## src/rtl/weights_update_writer.sv

```systemverilog
`default_nettype none
// +------------------------------------------------------------------------+
// | weights_update_writer: writable weight store with SGD update engine    |
// | Rev 1.0                                                                |
// +------------------------------------------------------------------------+
module weights_update_writer #(
  parameter int DATA_W   = 16,
  parameter int DEPTH    = 6,
  parameter int ADDR_W   = 4,
  parameter int LR_SHIFT = 4,
  parameter int CNT_W    = 8
) (
  input  logic              clk,
  input  logic              reset,
  input  logic [ADDR_W-1:0] r_addr,
  output logic [DATA_W-1:0] wt_out,
  input  logic              ld_valid,
  input  logic [ADDR_W-1:0] ld_addr,
  input  logic [DATA_W-1:0] ld_data,
  input  logic              upd_valid,
  output logic              upd_ready,
  input  logic [ADDR_W-1:0] upd_addr,
  input  logic [DATA_W-1:0] upd_grad,
  output logic              done,
  output logic              err,
  output logic              sat,
  output logic [CNT_W-1:0]  upd_count
);

  typedef enum logic [1:0] {
    IDLE  = 2'd0,
    CALC  = 2'd1,
    WRITE = 2'd2
  } state_t;

  state_t             state_q, state_d;
  logic [DATA_W-1:0]  weights_q [DEPTH];
  logic [DATA_W-1:0]  weights_d [DEPTH];
  logic [ADDR_W-1:0]  addr_q, addr_d;
  logic [DATA_W-1:0]  grad_q, grad_d;
  logic [DATA_W-1:0]  res_q, res_d;
  logic               res_sat_q, res_sat_d;
  logic               done_q, done_d;
  logic               err_q, err_d;
  logic               sat_q, sat_d;
  logic [CNT_W-1:0]   upd_count_q, upd_count_d;

  logic [DATA_W-1:0]        cur_w;
  logic signed [DATA_W-1:0] delta;
  logic signed [DATA_W:0]   diff;
  logic                     diff_ovf;
  logic                     addr_ok;
  logic                     ld_addr_ok;

  assign addr_ok    = int'(addr_q) < DEPTH;
  assign ld_addr_ok = int'(ld_addr) < DEPTH;

  always_comb begin
    wt_out = '0;
    for (int i = 0; i < DEPTH; i++) begin
      if (int'(r_addr) == i) wt_out = weights_q[i];
    end
  end

  always_comb begin
    cur_w = '0;
    for (int i = 0; i < DEPTH; i++) begin
      if (int'(addr_q) == i) cur_w = weights_q[i];
    end
  end

  // One extra bit of headroom makes the overflow test a simple sign-bit compare.
  assign delta    = $signed(grad_q) >>> LR_SHIFT;
  assign diff     = $signed({cur_w[DATA_W-1], cur_w}) - $signed({delta[DATA_W-1], delta});
  assign diff_ovf = diff[DATA_W] != diff[DATA_W-1];

  assign upd_ready = (state_q == IDLE) && !ld_valid;

  always_comb begin
    state_d     = state_q;
    weights_d   = weights_q;
    addr_d      = addr_q;
    grad_d      = grad_q;
    res_d       = res_q;
    res_sat_d   = res_sat_q;
    done_d      = 1'b0;
    err_d       = 1'b0;
    sat_d       = 1'b0;
    upd_count_d = upd_count_q;

    case (state_q)
      IDLE: begin
        if (ld_valid) begin
          done_d = 1'b1;
          err_d  = !ld_addr_ok;
          for (int i = 0; i < DEPTH; i++) begin
            if (int'(ld_addr) == i) weights_d[i] = ld_data;
          end
        end else if (upd_valid) begin
          addr_d  = upd_addr;
          grad_d  = upd_grad;
          state_d = CALC;
        end
      end
      CALC: begin
        if (diff_ovf) begin
          res_d = diff[DATA_W] ? {1'b1, {(DATA_W-1){1'b0}}} : {1'b0, {(DATA_W-1){1'b1}}};
        end else begin
          res_d = diff[DATA_W-1:0];
        end
        res_sat_d = diff_ovf && addr_ok;
        state_d   = WRITE;
      end
      WRITE: begin
        done_d  = 1'b1;
        err_d   = !addr_ok;
        sat_d   = res_sat_q;
        state_d = IDLE;
        if (addr_ok) begin
          upd_count_d = upd_count_q + CNT_W'(1);
          for (int i = 0; i < DEPTH; i++) begin
            if (int'(addr_q) == i) weights_d[i] = res_q;
          end
        end
      end
      default: state_d = IDLE;
    endcase
  end

  always_ff @(posedge clk or posedge reset) begin
    if (reset) begin
      state_q     <= IDLE;
      for (int i = 0; i < DEPTH; i++) weights_q[i] <= '0;
      addr_q      <= '0;
      grad_q      <= '0;
      res_q       <= '0;
      res_sat_q   <= 1'b0;
      done_q      <= 1'b0;
      err_q       <= 1'b0;
      sat_q       <= 1'b0;
      upd_count_q <= '0;
    end else begin
      state_q     <= state_d;
      weights_q   <= weights_d;
      addr_q      <= addr_d;
      grad_q      <= grad_d;
      res_q       <= res_d;
      res_sat_q   <= res_sat_d;
      done_q      <= done_d;
      err_q       <= err_d;
      sat_q       <= sat_d;
      upd_count_q <= upd_count_d;
    end
  end

  assign done      = done_q;
  assign err       = err_q;
  assign sat       = sat_q;
  assign upd_count = upd_count_q;

endmodule
`default_nettype wire

```

## config.mk

```make
export PLATFORM = sky130hd
export DESIGN_NAME = weights_update_writer
export DESIGN_NICKNAME = d
export VERILOG_FILES = /design/src/rtl/weights_update_writer.sv
export SDC_FILE = /design/constraint.sdc
export NUM_CORES = 1
export LEC_CHECK = 0
export BUFFER_PORTS_ARGS = -buffer_cell sky130_fd_sc_hd__buf_2
export CAP_MARGIN = 20
export CORE_MARGIN = 5
export CORE_UTILIZATION = 60
export DETAILED_ROUTE_END_ITERATION = 10
export PLACE_DENSITY = 0.92
export SYNTH_ARGS = -nofsm -noshare
export SYNTH_HDL_FRONTEND = slang
export SYNTH_SLANG_ARGS = --single-unit
```

## constraint.sdc

```tcl
create_clock -name clk -period 5.71 [get_ports clk]
set_clock_uncertainty 0.2 [all_clocks]
set_input_delay 0.2855 -clock clk [delete_from_list [all_inputs] [get_ports clk]]
set_output_delay 0.2855 -clock clk [all_outputs]
set_load 0.03 [all_outputs]
```

==> impl_results.md <==
- Fraction of the yosys area taken by sequential cells: 47.1%
- Chip Height: 122 µm
- Top post-synthesis cells by area: dfrtp_1 (47%), a21oi_1 (8.7%), nor2_1 (6.6%), a22oi_1 (4.3%), mux2i_1 (4.2%)
- Yosys Warn Count: 0
- Pleak: 4.03 nW
- Mapped Area: 7550 µm²
- Most numerous cell in the Yosys netlist: dfrtp_1
- Area grow syn2layout: 19.2%
- Number of global-route vias before repair: 6854
- WL final: 22.9 mm
- Total congestion overflow: 0
- DP Worst Slack: 1.09 ns
- FFs w/ async S/R, synth: 100%
- Routed Antenna Nets: 0
- Synth top area share: 47.1%
- CTS root buf: clkbuf_16
- Cts bufs inserted: 17
- Compound-Gate Fraction of Synth Area: 24.8%
- Post-layout utilization of the core: 72.2%
- Vias per std cell: 6.63
- Clock buffer depth: 2
- Post-DP HPWL: 13.3 mm
- Synth Flop Type: dfrtp_1
- WL per Instance: 21.3 µm
- Clock transition at path regs: 0.06 ns
- Port buffer count: 71
- Gr usage total: 31.5%
- Net count after synthesis: 879
- Startpoint Class: flop
- Final Hold Fails: 0
- Outcome: complete, no violations
- Tightest Pin Transition: 1.04 ns
- Post-placement cell area: 8080 µm²
- Post-route minimum period: 5.07 ns
- Peak supply drop: 0.000350 V
- Max-Cap Viols: 0
- Required @ worst endpoint: 5.86 ns
- Crit Path Max Fanout: 17
- Netlist cell types: 60
- FF-to-FF setup slack: 0.64 ns
- Critical Path End: res_q[6]
- Nets@finish: 959
- Final Instance Area: 9000 µm²
- Setup_tns: 0 ns
- N_diodes: 0
- Area taken by flip-flops and latches: 3550 µm²
- Power Total: 5.02 mW
- RSZ-0062 raised after global routing: false
- CTS tree: done
- Post-synth EDFFs: 0
- DR DRC count: 0
- Synth Area per Inst: 9.29 µm²
- First-pass GRT wire length: 35.6 mm
- Crit. End Element: flop
- # IOs: 76
- R2R Path End: res_q[6]
- Skew-Pair Late Insertion Delay: 0.44 ns
- Fin. max-slew vios: 0
- Fmax: 0.197 GHz
- Worst setup margin: 0.643 ns
- DRT Pass-1 Iters: 8
- Multi-input gate area: 3750 µm²
- Post-CTS sizing: 0
- Crit path from: addr_q[2]
- Post-synthesis register bit count: 142
- Fin Hold WS: 0.116 ns
- Post-Syn Instances: 813
- Slew HR: 30.3%
- Die Wd: 122 µm
- Maximum number of pins on one net before global-route repair: 87
- Initial Util: 60.6%
- Total number of vias: 7151
- Yosys top cell by area: dfrtp_1
- Hold Crit Class: in2reg
- Crit path DAT: 5.22 ns
- RD Place Congestion: 0.914
- Initial DRC count: 1119
- Commonest cells in the netlist: dfrtp_1 (142), nor2_1 (132), a21oi_1 (131)
- Post-synthesis simple-gate area fraction: 12.8%
- Antenna violations before repair: 0
- Placeable Area: 12500 µm²
- Xor/xnor share of the synthesized area: 2.75%
- Post-synthesis mux area share: 5.29%
- Critical path class: reg2reg
- R2r worst-path depth: 15
- Post-Synth Adder-Cell Area: 3.68%
- Layout cells sized above 1: 17.7%
- Final period utilization: 88.7%
- Cells after DPL: 1027
- Die area: 14900 µm²
- Fillers: 818
- Final Non-Filler Cells: 1078
- Clock sink total: 142
- Cell Rows: 41
- Main combinational cell family by area after synthesis: compound AO/OA/AOI/OAI gates
- PwrDens: 558 nW/µm²
- Final setup violating endpoints: 0
- R2r startpoint: addr_q[2]
- H-tree Lvls: 4
## power by group
group | leakage, nW | internal, mW | switching (mW)
clock network | 0.347 | 0.920 | 0.449
registers | 1.65 | 1.38 | 0.309
logic | 2.03 | 0.762 | 1.20
## worst max-delay path, stage by stage (launching register included)
cell	delay [ns]
dfrtp_1	0.46
nor2_1	0.24
nand2_1	0.10
nor2_1	0.80
a22oi_1	0.21
nand4_1	0.18
o21a_1	0.21
inv_1	0.09
fa_1	0.45
or2b_1	0.27
a21oi_2	0.22
o21a_2	0.23
o2111ai_4	0.17
a22oi_2	0.73
o21ai_0	0.22
o21ai_1	0.18
## per-layer routing
metal  GRT usage [%]  routed length [µm]  up-vias
li1                -                   -     3115
met1            39.8                8430     3372
met2            50.2               10700      551
met4            16.7                1290        0
met5               0                   0        -
met3            7.89                2500      113
## cells by family after synthesis
| kind of cell | after synthesis |
|---|---|
| buffers and inverters | 65 |
| adders and majority gates | 22 |
| and+or+nand+nor | 228 |
| DFF | 142 |
| AOI/OAI and AO/OA | 295 |
| muxes | 39 |
| xor gates and xnor gates | 22 |
## flip-flops by register name, summed over array words and instances (netlist names), 2 cells and up
register,flops
addr_q,4
state_q,2
upd_count,8
weights_q,96
grad_q,12
res_q,16
## how the worst min path moves through the flow
stage / from / to / slack (ns) / cells after the start
3_3_place_gp: upd_count[7] / upd_count[7] / 0.26 / 1
4_1_cts: ld_data[3] / weights_q[19] / 0.12 / 3
3_5_place_dp: upd_count[7] / upd_count[7] / 0.26 / 1
5_1_grt: ld_data[3] / weights_q[83] / 0.15 / 3
6_report: ld_data[3] / weights_q[19] / 0.12 / 3
2_1_floorplan: upd_grad[10] / grad_q[10] / 0.20 / 2
## final cells by class
cell class,count,area share [%]
Multi-Input combinational cell,606,41.7
Sequential cell,142,39.5
Timing Repair Buffer,107,7.53
Clock buffer,18,4.88
Clock inverter,14,3.18
Tap cell,172,2.39
Inverter,19,0.848
## cell usage in the layout (no fill, tap or decap), types with 3 or more instances in the layout
cell,netlist,final
a21o_1,4,4
a21oi_1,131,131
a221o_1,15,15
a221oi_1,3,3
a222oi_1,5,5
a22o_1,6,6
a22oi_1,43,43
a31oi_1,7,7
and2_1,3,3
buf_2,15,71
buf_4,1,17
bufinv_16,0,8
clkbuf_16,0,17
dfrtp_1,142,142
dlygate4sd3_1,0,18
ha_1,17,17
inv_1,19,18
maj3_2,4,4
mux2_2,7,7
mux2i_1,32,32
nand2_1,51,51
nand2b_1,6,6
nand3_1,11,11
nand4_1,5,5
nor2_1,132,126
nor2_2,0,6
nor3_1,5,3
o21a_1,3,3
o21ai_0,43,43
o21ai_1,13,13
o21ai_2,5,5
xnor2_1,15,15
xor2_1,5,5
## timing repair
action                                 CTS  global route
setup buffers                            0             0
hold buffers                            18             0
endpoints found under the hold margin  102             0
(Power assumes the default switching activity.)
